### src/rtl/fpu_pkg.sv
`default_nettype none
// ============================================================================
//  Package   : fpu_pkg
//  Purpose   : Shared constants, class flag indices and pack-class encoding
//              for the FPU writeback packer.
//  Revision  : 1.0  initial release
// ============================================================================
package fpu_pkg;

  // Class flag bit positions within fl[3:0]
  localparam int FL_ZERO = 3;
  localparam int FL_INF  = 2;
  localparam int FL_SNAN = 1;
  localparam int FL_NAN  = 0;

  // Format field widths
  localparam int EXP_W_D  = 11;
  localparam int FRAC_W_D = 52;
  localparam int EXP_W_S  = 8;
  localparam int FRAC_W_S = 23;

  // All-ones exponent fields
  localparam logic [EXP_W_D-1:0] EXP_ONES_D = 11'h7FF;
  localparam logic [EXP_W_S-1:0] EXP_ONES_S = 8'hFF;

  // Resolved class of a result after flag priority has been applied
  typedef enum logic [1:0] {
    PK_FIN  = 2'd0,
    PK_ZERO = 2'd1,
    PK_INF  = 2'd2,
    PK_NAN  = 2'd3
  } pk_class_e;

  // Priority: any NaN flag > INF > ZERO > finite
  function automatic pk_class_e pk_classify(input logic [3:0] fl);
    pk_class_e cls;
    if (fl[FL_NAN] || fl[FL_SNAN]) begin
      cls = PK_NAN;
    end else if (fl[FL_INF]) begin
      cls = PK_INF;
    end else if (fl[FL_ZERO]) begin
      cls = PK_ZERO;
    end else begin
      cls = PK_FIN;
    end
    return cls;
  endfunction

endpackage
`default_nettype wire

### src/rtl/packer_assemble.sv
`default_nettype none
// ============================================================================
//  Module    : packer_assemble
//  Purpose   : Combinational assembly of sign/exponent/fraction into a 64-bit
//              IEEE-754 word. Double fills the whole word; single occupies
//              the upper half with the lower half zero.
//  Revision  : 1.0  initial release
// ============================================================================
module packer_assemble
  import fpu_pkg::*;
(
  input  logic                db,
  input  logic                sign,
  input  logic [EXP_W_D-1:0]  exp_fld,   // single uses exp_fld[7:0]
  input  logic [FRAC_W_D-1:0] frac_fld,  // single uses frac_fld[22:0]
  output logic [63:0]         word
);

  // Select the field layout for the beat's format
  always_comb begin
    word = 64'h0;
    if (db) begin
      word = {sign, exp_fld, frac_fld};
    end else begin
      word = {sign, exp_fld[EXP_W_S-1:0], frac_fld[FRAC_W_S-1:0], 32'h0};
    end
  end

endmodule
`default_nettype wire

### src/rtl/packer_pipe.sv
`default_nettype none
// ============================================================================
//  Module    : packer_pipe
//  Purpose   : Writeback packer. Stage 1 resolves the result class and forms
//              sign/exponent/fraction; stage 2 assembles and holds the packed
//              IEEE-754 word. Valid/ready pipeline with full throughput,
//              sticky invalid flag and a count of delivered results.
//  Revision  : 1.0  initial release
// ============================================================================
module packer_pipe
  import fpu_pkg::*;
#(
  parameter logic QNAN_SIGN = 1'b0,
  parameter int   CNT_W     = 16
) (
  input  logic             clk,
  input  logic             rst_n,
  input  logic             in_valid,
  output logic             in_ready,
  input  logic             db,
  input  logic             s,
  input  logic [10:0]      e,
  input  logic [52:0]      f,
  input  logic [3:0]       fl,
  input  logic [52:0]      nan,
  output logic             out_valid,
  input  logic             out_ready,
  output logic [63:0]      fp,
  output logic             inv,
  output logic             inv_sticky,
  input  logic             inv_clr,
  output logic [CNT_W-1:0] pack_cnt
);

  // Stage 1 state
  logic                s1_valid_q, s1_valid_d;
  logic                s1_db_q,    s1_db_d;
  logic                s1_sign_q,  s1_sign_d;
  logic [EXP_W_D-1:0]  s1_exp_q,   s1_exp_d;
  logic [FRAC_W_D-1:0] s1_frac_q,  s1_frac_d;
  logic                s1_inv_q,   s1_inv_d;

  // Stage 2 state (drives the outputs directly)
  logic                s2_valid_q, s2_valid_d;
  logic [63:0]         fp_q,       fp_d;
  logic                inv_q,      inv_d;

  // Status state
  logic                sticky_q,   sticky_d;
  logic [CNT_W-1:0]    cnt_q,      cnt_d;

  // Handshake and datapath wires
  logic                adv1, adv2, out_xfer;
  pk_class_e           cls;
  logic                c_sign, c_inv;
  logic [EXP_W_D-1:0]  c_exp;
  logic [FRAC_W_D-1:0] c_frac;
  logic [63:0]         asm_word;

  // Advance conditions; in_ready depends on out_ready combinationally only
  always_comb begin
    adv2     = !s2_valid_q || out_ready;
    adv1     = !s1_valid_q || adv2;
    out_xfer = s2_valid_q && out_ready;
  end

  // Classify the incoming beat and build its fields in format-native layout
  always_comb begin
    cls    = pk_classify(fl);
    c_sign = s;
    c_exp  = '0;
    c_frac = '0;
    c_inv  = 1'b0;
    unique case (cls)
      PK_NAN: begin
        // Quiet the NaN: fraction MSB forced, payload kept below it
        c_sign = QNAN_SIGN;
        c_inv  = nan[52] || fl[FL_SNAN];
        if (db) begin
          c_exp  = EXP_ONES_D;
          c_frac = {1'b1, nan[50:0]};
        end else begin
          c_exp  = {3'b000, EXP_ONES_S};
          c_frac = {29'h0, 1'b1, nan[50:29]};
        end
      end
      PK_INF: begin
        c_exp = db ? EXP_ONES_D : {3'b000, EXP_ONES_S};
      end
      PK_ZERO: begin
        c_exp = '0;
      end
      default: begin
        // Finite: no hidden bit means denormal; all-ones exponent passes as is
        if (!f[52]) begin
          c_exp = '0;
        end else if (db) begin
          c_exp = e;
        end else begin
          c_exp = {3'b000, e[7:0]};
        end
        c_frac = db ? f[51:0] : {29'h0, f[51:29]};
      end
    endcase
  end

  // Stage 1 next state: load on acceptance, hold when stalled
  always_comb begin
    s1_valid_d = s1_valid_q;
    s1_db_d    = s1_db_q;
    s1_sign_d  = s1_sign_q;
    s1_exp_d   = s1_exp_q;
    s1_frac_d  = s1_frac_q;
    s1_inv_d   = s1_inv_q;
    if (adv1) begin
      s1_valid_d = in_valid;
      if (in_valid) begin
        s1_db_d   = db;
        s1_sign_d = c_sign;
        s1_exp_d  = c_exp;
        s1_frac_d = c_frac;
        s1_inv_d  = c_inv;
      end
    end
  end

  packer_assemble u_assemble (
    .db       (s1_db_q),
    .sign     (s1_sign_q),
    .exp_fld  (s1_exp_q),
    .frac_fld (s1_frac_q),
    .word     (asm_word)
  );

  // Stage 2 next state: output word and inv held while downstream stalls
  always_comb begin
    s2_valid_d = s2_valid_q;
    fp_d       = fp_q;
    inv_d      = inv_q;
    if (adv2) begin
      s2_valid_d = s1_valid_q;
      if (s1_valid_q) begin
        fp_d  = asm_word;
        inv_d = s1_inv_q;
      end
    end
  end

  // Sticky invalid and delivered-result counter; a set beats a clear
  always_comb begin
    sticky_d = sticky_q;
    if (out_xfer && inv_q) begin
      sticky_d = 1'b1;
    end else if (inv_clr) begin
      sticky_d = 1'b0;
    end
    cnt_d = cnt_q + CNT_W'(out_xfer);
  end

  // State registers with synchronous active-low reset
  always_ff @(posedge clk) begin
    if (!rst_n) begin
      s1_valid_q <= 1'b0;
      s1_db_q    <= 1'b0;
      s1_sign_q  <= 1'b0;
      s1_exp_q   <= '0;
      s1_frac_q  <= '0;
      s1_inv_q   <= 1'b0;
      s2_valid_q <= 1'b0;
      fp_q       <= 64'h0;
      inv_q      <= 1'b0;
      sticky_q   <= 1'b0;
      cnt_q      <= '0;
    end else begin
      s1_valid_q <= s1_valid_d;
      s1_db_q    <= s1_db_d;
      s1_sign_q  <= s1_sign_d;
      s1_exp_q   <= s1_exp_d;
      s1_frac_q  <= s1_frac_d;
      s1_inv_q   <= s1_inv_d;
      s2_valid_q <= s2_valid_d;
      fp_q       <= fp_d;
      inv_q      <= inv_d;
      sticky_q   <= sticky_d;
      cnt_q      <= cnt_d;
    end
  end

  // Output mapping
  always_comb begin
    in_ready   = adv1;
    out_valid  = s2_valid_q;
    fp         = fp_q;
    inv        = inv_q;
    inv_sticky = sticky_q;
    pack_cnt   = cnt_q;
  end

endmodule
`default_nettype wire

### config.mk
export PLATFORM = sky130hd
export DESIGN_NAME = packer_pipe
export DESIGN_NICKNAME = d
export VERILOG_FILES = /design/src/rtl/fpu_pkg.sv /design/src/rtl/packer_assemble.sv /design/src/rtl/packer_pipe.sv
export SDC_FILE = /design/constraint.sdc
export NUM_CORES = 1
export LEC_CHECK = 0
export BUFFER_PORTS_ARGS = -buffer_cell sky130_fd_sc_hd__buf_2
export CORE_ASPECT_RATIO = 1.4
export CORE_MARGIN = 3
export CORE_UTILIZATION = 45
export CTS_CLUSTER_SIZE = 28
export DETAILED_ROUTE_END_ITERATION = 6
export PLACE_DENSITY = 0.77
export SETUP_SLACK_MARGIN = 0.5
export SLEW_MARGIN = 25
export SYNTH_ARGS = -nofsm -noshare
export SYNTH_HDL_FRONTEND = slang
export SYNTH_SLANG_ARGS = --single-unit
### constraint.sdc
create_clock -name clk -period 2.4 [get_ports clk]
set_clock_uncertainty 0.15 [all_clocks]
set_input_delay 0.36 -clock clk [delete_from_list [all_inputs] [get_ports clk]]
set_output_delay 0.36 -clock clk [all_outputs]
set_load 0.01 [all_outputs]
---- Word-level counts from Yosys, hierarchy flattened ----
Cells that the tools add are included.
operators by class
  $add $sub $neg .......................... 1
  multiplexer cells ....................... 15
  equal/unequal tests ..................... 3
  reduce and logical (&&, ||, !) cells .... 13
operators with widths
  operator                                                               count
  52-bit two-way mux                                                     2
  52-bit one-hot mux with 2 select lines                                 1
  63-bit two-way mux                                                     1
  11-bit two-way mux                                                     3
  11-bit one-hot mux with 2 select lines                                 1
  16-bit by 1-bit adder with 16-bit output                               1
  1-bit two-way mux                                                      5
  2-bit equality test, second input constant                             2
  1-bit logical OR                                                       4
  2-bit two-way mux                                                      2
  2-bit AND reduction                                                    2
  2-bit OR reduction                                                     2
  2-bit by 1-bit equality test with 1-bit output, second input constant  1
  1-bit logical AND                                                      2
  1-bit zero test                                                        2
  2-bit nonzero test                                                     1
word-level totals
  flip-flop bits (word level) ............. 150
  output and inout bits ................... 84
  input bits .............................. 128

---- Logic depth before layout (Yosys ltp) ----
Gate-level depths: netlist of the first run.
  word-level depth ........................ 6
  mapped depth ............................ 8

---- By module ----
From an unflattened synthesis of the first run, not the netlist that was laid out.
unflattened totals
  cell total of the unflattened synthesis .. 833
  area, all modules ....................... 7158.1 µm²
by module, submodules not included
  module           cells each  times used  area each (µm²)  seq. area each (µm²)
  packer_pipe      762         1           6414.9           3002.9
  packer_assemble  71          1           743.2            0.0

---- Least setup slack after synthesis of the first run ----
No wires, ideal clock.
  kind .................................... register -> register
  from .................................... register s2_valid_q (netlist: out_valid)
  to ...................................... register cnt_q[14] (netlist: pack_cnt[14])
  period minus slack after synthesis ...... 1817 ps
  path buffers ............................ 1
  cell stages (with the launch flop) ...... 9
  data arrival time ....................... 1597 ps
  slack ................................... 583 ps
  cells stage by stage .................... dfxtp_1 nand3_1 inv_1 ha_1 and2_0 clkbuf_1 nand2_1 or3_1 a21oi_1
between the ends
  cells in the longest elaborated chain, start to end .. 2
RTL lines
  item                                      RTL line            text
  from (decl)                               packer_pipe.sv:44   logic s2_valid_q, s2_valid_d;
  from (signal assigned)                    packer_pipe.sv:181  s2_valid_q <= s2_valid_d;
  1-bit logical AND                         packer_pipe.sv:64   out_xfer = s2_valid_q && out_ready;
  16-bit by 1-bit adder with 16-bit output  packer_pipe.sv:157  cnt_d = cnt_q + CNT_W'(out_xfer);
  to (signal assigned)                      packer_pipe.sv:185  cnt_q <= cnt_d;
  to (decl)                                 packer_pipe.sv:50   logic [CNT_W-1:0] cnt_q, cnt_d;
No other way between the ends.
A chain may end at the register's enable or synchronous reset.

---- Worst setup path in the final report of the first run ----
  from .................................... register s2_valid_q (netlist: out_valid)
  to ...................................... register cnt_q[13] (netlist: pack_cnt[13])
Same word-level chain as after synthesis.

==> impl_metrics.yaml, run 1 <==
critical_path:
  cp_slowest_cell: "or4_1"
  critPathArrivalTime_ns: 2.06
  cpLargestDelayFamily: "simple AND/OR/NAND/NOR gates"
  criticalPathCategory: "flop to flop"
  path_buf_inv: 0
  end_kind: "flop"
  cp.required_ns: 2.59
  slowest_delay_ns: 0.40
  crit_chain: "and2_4 -> ha_1 -> nand3_1 -> or2_2 -> or4_1 -> a21oi_1"
  crit_fanout: 5
  start_kind: "flop"
timing:
  tns_ns: 0
  finalHoldViolations: 0
  finalCritPeriodShare_pct: 77.87
  fin_hold_ws_ns: 0.05224
  slew_violations: 0
  fin_crit_ns: 1.869
  rsz0062_at_grt: "yes"
  max_slew.worst_pin.slew_ns: 0.5750
  relSlewSlack_pct: 61.49
  fmax_ghz: 0.5351
  final-setup-viol-count: 0
synthesis:
  synth_cells: 771
  ys_ff_latch: 150
  synth-seq-area-share_pct: 44.44
  syn_area_um2: 6756
  yosys_warnings: 0
  syn-num-nets: 901
  synth.avg_cell_area_um2: 8.763
  ys_types: 40
finish:
  final_nets: 1084
  nFillCells: 1365
  syn2layout_area_growth_pct: 28.39
  mostFrequentLayoutCells: "buf_2, dfxtp_1, nor2_1"
  antenna_cells: 0
  mostFrequentLayoutCell: "buf_2"
  drive_gt1_share_pct: 31.99
grt:
  first_global_vias: 6189
  grt-ovfl-total: 0
  grt_util_all_layers_pct: 24.13
  grt_max_degree: 50
  antenna_found_initial: 2
  grt_pass1_wl_um: 31110
die:
  dieArea_um2: 16540
  core_um2: 14570
  die_h_um: 151.0
  die_w_um: 109.6
  start_util_pct: 46.36
  row_count: 52
  io_pins: 212
place:
  hpwl_um: 13590
  numPortBuffers: 210
  routabilityCongestion: 0.8336
drt:
  route.layer.met1.wl_um: 8008
  via_per_inst: 5.590
  totalWireLength_um: 20190
  drc: 0
  route.met3.wl_um: 1362
  wire_per_inst_um: 17.48
  ant_nets: 0
  wl_met2_um: 10210
  dr.pass1.iters: 5
  drt_iter0_drc: 391
  highest_layer: "met5"
  vias: 6456
clock_tree:
  clock-sinks: 150
  cts_buffer_depth: 2
  cts_max_level: 4
  worstSkewPairLatency_ns: 0.41
  cts_tree: "done"
  cts-root-buf: "clkbuf_16"
  clkTransAtPathRegs_ns: 0.06
  cts_buffers: 17
power:
  p_leak_uw: 0.003693
  power-per-cell-area_nw_per_um2: 724.4
  peakVddDrop_mv: 0.4130
  p_total_uw: 6284
flow_run:
  max-cap-violations: 0
outcome:
  status: "complete, no violations"
min_path:
  min-delay-path-class: "input pin to flop"
==> where the power goes <==
group          switching [uW]  internal (uW)  total, uW
Combinational             435            333        768
Sequential               93.9           2620       2710
Clock                    1040           1770       2810
Total                    1570           4720       6280
==> path summary, 6_finish.rpt <==
check                 start            to  slack [ns]  cells past startpoint
setup / recovery  out_valid  pack_cnt[13]        0.53                      6
hold reg to reg      fp[28]        fp[28]        0.30                      2
setup reg to reg  out_valid  pack_cnt[13]        0.53                      6
hold / removal         e[9]   s1_exp_q[9]        0.05                      3
==> registers in the layout, indices dropped and copies added, names as in the netlist <==
| signal | flops |
|---|---|
| s1_frac_q | 52 |
| s1_inv_q | 1 |
| s1_valid_q | 1 |
| s1_sign_q | 1 |
| pack_cnt | 16 |
| inv | 1 |
| fp | 64 |
| inv_sticky | 1 |
| s1_db_q | 1 |
| out_valid | 1 |
| s1_exp_q | 11 |
==> cell usage after synthesis (all sizes together) <==
cell    instances  area [um^2]
dfxtp         150         3003
nor2          126        480.5
mux2i          77        770.7
nand2          54        202.7
a21oi          50        250.2
a211oi         40        300.3
buf            40        225.2
nand3          38        190.2
o21ai          37        185.2
nor3           32        250.2
clkbuf         31        118.9
a221oi         28        307.8
o22ai          23        143.9
nor2b           5        31.28
or3             5        31.28
xor2            5        43.79
and2            4        25.03
inv             3        11.26
nand2b          3        18.77
nand4           3        18.77
or4             3        22.52
xnor2           3        26.28
and4            2        17.52
ha              2        25.02
and3            1        6.260
clkinv          1        3.750
nand3b          1        7.510
nor3b           1        18.77
nor4            1        6.260
o31ai           1        7.510
or2             1        6.260
==> worst register-to-register path, delay by kind of cell (launching register included) <==
kind                       cells  cell delay (ns)
and+or+nand+nor                4             1.01
DFF                            1             0.36
adders and majority gates      1             0.13
AOI/OAI and AO/OA              1             0.15
==> per-stage QoR <==
stage	instance area [um^2]	util, %	setup slack (ns)	std cells
final	8675	59.52	0.5311	1155
after global routing	8675	59.52	0.4269	1155
after CTS	8647	59.33	0.5011	1154
after detailed placement	8005	54.93	0.1684	1121
after global placement	8005	54.93	0.1973	1121
after floorplan	6756	-	0.5825	771
==> kinds of logic (layout without fill, tap and decap cells) <==
kind of cell | after synthesis | count (layout) | synth area share (%)
AOI/OAI and AO/OA | 179 | 179 | 17.69
buffers and inverters | 75 | 268 | 5.315
muxes | 77 | 77 | 11.41
xor gates and xnor gates | 8 | 8 | 1.037
DFF | 150 | 150 | 44.44
and+or+nand+nor | 280 | 282 | 19.74
adders and majority gates | 2 | 2 | 0.3703
==> area by class of cell <==
class	instances	area (um^2)	share of cell area, %
Clock buffer	20	446.7	5.149
Inverter	4	17.52	0.2019
Clock inverter	11	173.9	2.005
Timing Repair Buffer	233	1324	15.26
Multi-Input combinational cell	548	3466	39.95
Tap cell	189	236.5	2.726
Sequential cell	150	3010	34.70
==> per-layer routing <==
layer  up-vias  track usage [%]
li1       3121                -
met1      3049            28.63
met2       242            41.53
met3        40            5.800
met4         4            9.607
met5         -                0
==> what timing repair did <==
| item | CTS | global route |
|---|---|---|
| cloned | 2 | 0 |
| setup endpoints to repair | 64 | 41 |
| hold buffers | 0 | 0 |
| gates resized for setup | 2 | 7 |
| buffers inserted | 0 | 1 |
No activity file was read; power rests on OpenSTA's default activity.
==> run 2: changes to the inputs <==
==> constraint.sdc (replaced) <==
create_clock -name clk -period 1.9 [get_ports clk]
set_clock_uncertainty 0.15 [all_clocks]
set_input_delay 0.285 -clock clk [delete_from_list [all_inputs] [get_ports clk]]
set_output_delay 0.285 -clock clk [all_outputs]
set_load 0.01 [all_outputs]
==> impl_metrics.yaml, run 2 (same netlist as run 1, synthesis figures left out) <==
outcome:
  status: "complete, no violations"
power:
  p_leak_uw: 0.004778
  peakVddDrop_mv: 0.5209
  power-per-cell-area_nw_per_um2: 743.0
clock_tree:
  worstSkewPairLatency_ns: 0.43
  clock-sinks: 150
  cts_tree: "done"
  cts_buffer_depth: 2
  cts_max_level: 4
  cts_buffers: 17
  cts-root-buf: "clkbuf_16"
  clkTransAtPathRegs_ns: 0.07
critical_path:
  criticalPathCategory: "flop to flop"
  r2r_setup_slack_ns: 0.1
  cp.required_ns: 2.11
  r2r_end: "pack_cnt[13]"
  start_kind: "flop"
  crit_fanout: 4
  end_kind: "flop"
  r2r_cells: 6
  critPathArrivalTime_ns: 2.01
  r2r-start: "out_valid"
die:
  row_count: 52
  die_w_um: 109.6
  io_pins: 212
  start_util_pct: 46.36
  die_h_um: 151.0
  core_um2: 14570
  dieArea_um2: 16540
min_path:
  min_to: "s1_exp_q[5]"
  min_from: "e[5]"
  min-delay-path-class: "input pin to flop"
  hold_path_depth: 3
finish:
  mostFrequentLayoutCell: "buf_2"
  finalInstanceArea_um2: 11990
  antenna_cells: 0
  final_cells: 1271
  syn2layout_area_growth_pct: 77.44
  largest_reg_flops: 64
  final_nets: 1199
  mostFrequentLayoutCells: "buf_2, dfxtp_1, mux2i_1"
  drive_gt1_share_pct: 56.65
  postLayoutCoreUtil_pct: 82.26
grt:
  antenna_found_initial: 0
  grt_pass1_wl_um: 41040
  first_global_vias: 7652
  grt-ovfl-total: 0
  grt_util_all_layers_pct: 32.45
  grt_max_degree: 46
place:
  numPortBuffers: 210
  place_inst: 1122
  placed_cell_area_um2: 8168
  routabilityCongestion: 0.8564
  hpwl_um: 13530
timing:
  slew_violations: 0
  relSlewSlack_pct: 43.80
  finalHoldViolations: 0
  fin_hold_ws_ns: 0.001281
  rsz0062_at_grt: "yes"
  finalCritPeriodShare_pct: 94.80
  max_slew.worst_pin.slew_ns: 0.8393
  fin_crit_ns: 1.801
  final-setup-viol-count: 0
  tns_ns: 0
  fmax_ghz: 0.5552
drt:
  totalWireLength_um: 30580
  wire_per_inst_um: 24.06
  dr.pass1.iters: 5
  ant_nets: 0
  via_per_inst: 6.151
  vias: 7818
  drc: 0
  drt_iter0_drc: 694
flow_run:
  max-cap-violations: 0
[run 2: cell count changes in the layout (fill, tap and decap cells not counted), sizes merged]
cell / delta
clkinvlp: -3
buf: +62
inv: +2
dlygate4sd3: +53
nor2b: -2
clkinv: +5
bufinv: -1
[run 2: where the power goes]
part | leakage, uW | internal (uW) | switching, uW
Sequential | 0.00124 | 3300 | 184
Clock | 0.000305 | 2120 | 1450
Combinational | 0.00323 | 906 | 952
[run 2: area by class of cell]
class                      instances  area (um^2)
timing repair buffer             350         3238
multi-input combinational        546         4847
clock buffer                      18        439.2
tap                              189        236.5
inverter                           4        17.52
sequential                       150         3039
fill                             743         2585
clock inverter                    14        171.4
[run 2: how the worst max path moves through the flow]
stage	endpoint	from	slack, ns
3_5_place_dp	s1_exp_q[9]	fl[3]	0.05
5_1_grt	s1_frac_q[30]	out_valid	0.07
2_1_floorplan	pack_cnt[13]	out_valid	0.24
6_report	pack_cnt[13]	out_valid	0.1
4_1_cts	pack_cnt[13]	out_valid	0.17
3_3_place_gp	s1_frac_q[21]	fl[3]	0.05
[run 2: repair_timing]
item                                   4_1_cts  5_1_grt
endpoints found under the hold margin       30        0
hold buffers                                53        0
setup endpoints to repair                  147      153
cloned                                      30        2
pin swaps                                   84       64
setup buffers                               24        7
resized for setup                          201      184
[run 2: metrics by stage]
stage | power [uW] | setup WS [ns]
6_report | 8908 | 0.09876
5_1_grt | 9131 | 0.07153
4_1_cts | 8536 | 0.1696
3_5_place_dp | 4473 | 0.05346
3_3_place_gp | 4452 | 0.04746
2_1_floorplan | 4079 | 0.2382
[run 2: worst max-delay path: stages, from the launching register on]
cell and delay [ns]:
dfxtp_4 0.38, and2_4 0.16, ha_4 0.13, nand3_2 0.10, or2_4 0.25, or4_1 0.43
a21oi_1 0.14
[run 2: metal layers]
| layer | vias to the layer above | share of wire [%] | track usage [%] |
|---|---|---|---|
| met5 | - | 0 | 0 |
| met4 | 0 | 5.5 | 14.10 |
| met3 | 143 | 7.2 | 5.714 |
| met2 | 526 | 51 | 58.28 |
| met1 | 3780 | 36 | 37.17 |
| li1 | 3369 | - | - |
==> run 3: changes to the inputs <==
--- a/config.mk
+++ b/config.mk
@@ -11,7 +11,7 @@
 export CORE_UTILIZATION = 45
 export CTS_CLUSTER_SIZE = 28
 export DETAILED_ROUTE_END_ITERATION = 6
-export PLACE_DENSITY = 0.77
+export PLACE_DENSITY = 0.8
 export SETUP_SLACK_MARGIN = 0.5
 export SLEW_MARGIN = 25
 export SYNTH_ARGS = -nofsm -noshare
==> constraint.sdc (replaced) <==
create_clock -name clk -period 1.6 [get_ports clk]
set_clock_uncertainty 0.15 [all_clocks]
set_input_delay 0.24 -clock clk [delete_from_list [all_inputs] [get_ports clk]]
set_output_delay 0.24 -clock clk [all_outputs]
set_load 0.01 [all_outputs]
==> impl_metrics.yaml, run 3 (same netlist as run 1, synthesis figures left out) <==
die:
  die_w_um: 109.6
  row_count: 52
  start_util_pct: 46.36
  die_h_um: 151.0
  core_um2: 14570
  io_pins: 212
  dieArea_um2: 16540
power:
  p_total_uw: 10540
  p_seq_share_pct: 39.3
  power-per-cell-area_nw_per_um2: 805.4
  power.switching_uw: 3270
  combPwrFrac_pct: 23.1
  pwr-share-clk_pct: 37.6
  p_int_uw: 7265
  p_leak_uw: 0.005255
  peakVddDrop_mv: 0.5815
  switching_share_pct: 31.04
grt:
  grt_max_degree: 39
  grt_util_all_layers_pct: 33.21
  grt-ovfl-total: 0
  antenna_found_initial: 2
  grt_pass1_wl_um: 42190
  first_global_vias: 8058
clock_tree:
  cts_buffers: 17
  worstSkewPairLatency_ns: 0.43
  cts_buffer_depth: 2
  cts_max_level: 4
  clkTransAtPathRegs_ns: 0.07
  cts-root-buf: "clkbuf_16"
  cts_tree: "done"
  clock-sinks: 150
drt:
  drt_iter0_drc: 874
  dr.pass1.iters: 5
  wire_per_inst_um: 28.96
  ant_nets: 0
  via_per_inst: 6.605
  totalWireLength_um: 39180
  drc: 0
  vias: 8937
finish:
  syn2layout_area_growth_pct: 93.61
  final_nets: 1277
  largest_reg_flops: 64
  drive_gt1_share_pct: 63.71
  mostFrequentLayoutCell: "buf_2"
  mostFrequentLayoutCells: "buf_2, buf_6, mux2i_1"
outcome:
  status: "complete, but fails checks"
  failed_checks: "hold timing, setup timing"
timing:
  fin_crit_ns: 2.076
  fin_hold_ws_ns: -0.01816
  relSlewSlack_pct: 50.53
  timing.final.ws_setup_ns: -0.4756
  fmax_ghz: 0.4818
  max_slew.worst_pin.slew_ns: 0.7387
  finalCritPeriodShare_pct: 129.7
  slew_violations: 0
  finalHoldViolations: 1
  final-setup-viol-count: 132
  rsz0062_at_grt: "yes"
critical_path:
  criticalPathCategory: "flop to flop"
  crit_fanout: 3
  start_kind: "flop"
  critPathArrivalTime_ns: 2.22
  cp.required_ns: 1.74
  end_kind: "flop"
  r2r_setup_slack_ns: -0.48
place:
  numPortBuffers: 210
  routabilityCongestion: 0.9157
  hpwl_um: 14710
  detailedPlace.worstSlack_ns: -0.1527
min_path:
  min-delay-path-class: "input pin to flop"
flow_run:
  max-cap-violations: 0
run 3: cell types whose count changed in the layout (fill, tap and decap cells not counted), moves of 15 or more:
cell	change
buf_6	+101
buf_2	-80
dfxtp_1	-66
dfxtp_2	+63
buf_4	+44
nor2_2	+20
buf_16	-15
dlygate4sd3_1	+15
run 3: final cells by class:
class / instances / area (um^2)
clock buffers: 18 / 429.2
clock inverters: 14 / 126.4
inverters: 4 / 17.52
diodes: 4 / 10.01
flip-flops and latches: 150 / 3129
repair buffers: 426 / 4310
multi-input cells: 548 / 4822
well taps: 189 / 236.5
fillers: 530 / 1493
run 3: power by group through the flow:
stage,sequential (uW),clock [uW],combinational (uW)
3_3_place_gp,4120,0,1260
4_1_cts,4060,3820,1790
2_1_floorplan,4120,0,755
6_report,4140,3960,2430
5_1_grt,4140,4070,2500
3_5_place_dp,4120,0,1300
run 3: final timing paths:
path | cells after the start | from | endpoint
min | 3 | f[47] | s1_frac_q[47]
min reg2reg | 2 | fp[1] | fp[1]
max | 7 | out_valid | pack_cnt[13]
max reg2reg | 7 | out_valid | pack_cnt[13]
run 3: through the flow:
stage / cell area [um^2] / setup TNS [ns] / util [%] / instances
after floorplan: 7104 / -0.8632 / - / 771
after detailed placement: 8655 / -6.745 / 59.38 / 1160
final: 13080 / -13.21 / 89.76 / 1353
after global routing: 13080 / -17.14 / 89.76 / 1353
after global placement: 8635 / -5.208 / 59.25 / 1159
after CTS: 11200 / -1.530 / 76.88 / 1300
run 3: what timing repair did:
action                     CTS  global route
buffers inserted            24            40
pin swaps                   26            80
hold endpoints to repair    41             3
resized for setup          192           325
cloned                      17             8
setup endpoints to repair  232           234
hold buffers                67             1
run 3: per-layer routing:
metal  vias up  part of all wire, %  track usage, %  wire [um]
li1       3538                    -               -          -
met4         0                   10           18.71       4107
met1      4194                   31           36.79      12250
met5         -                    0               0          0
met2       854                   49           58.71      19170
met3       351                  9.3           6.226       3653
run 3: worst max-delay path, stage by stage, from the launching register on:
cell and delay, ns:
dfxtp_4 0.37, and2_4 0.16, ha_4 0.15, nand3_4 0.07
or2_4 0.24, buf_6 0.13, o31ai_2 0.55, a21oi_2 0.11
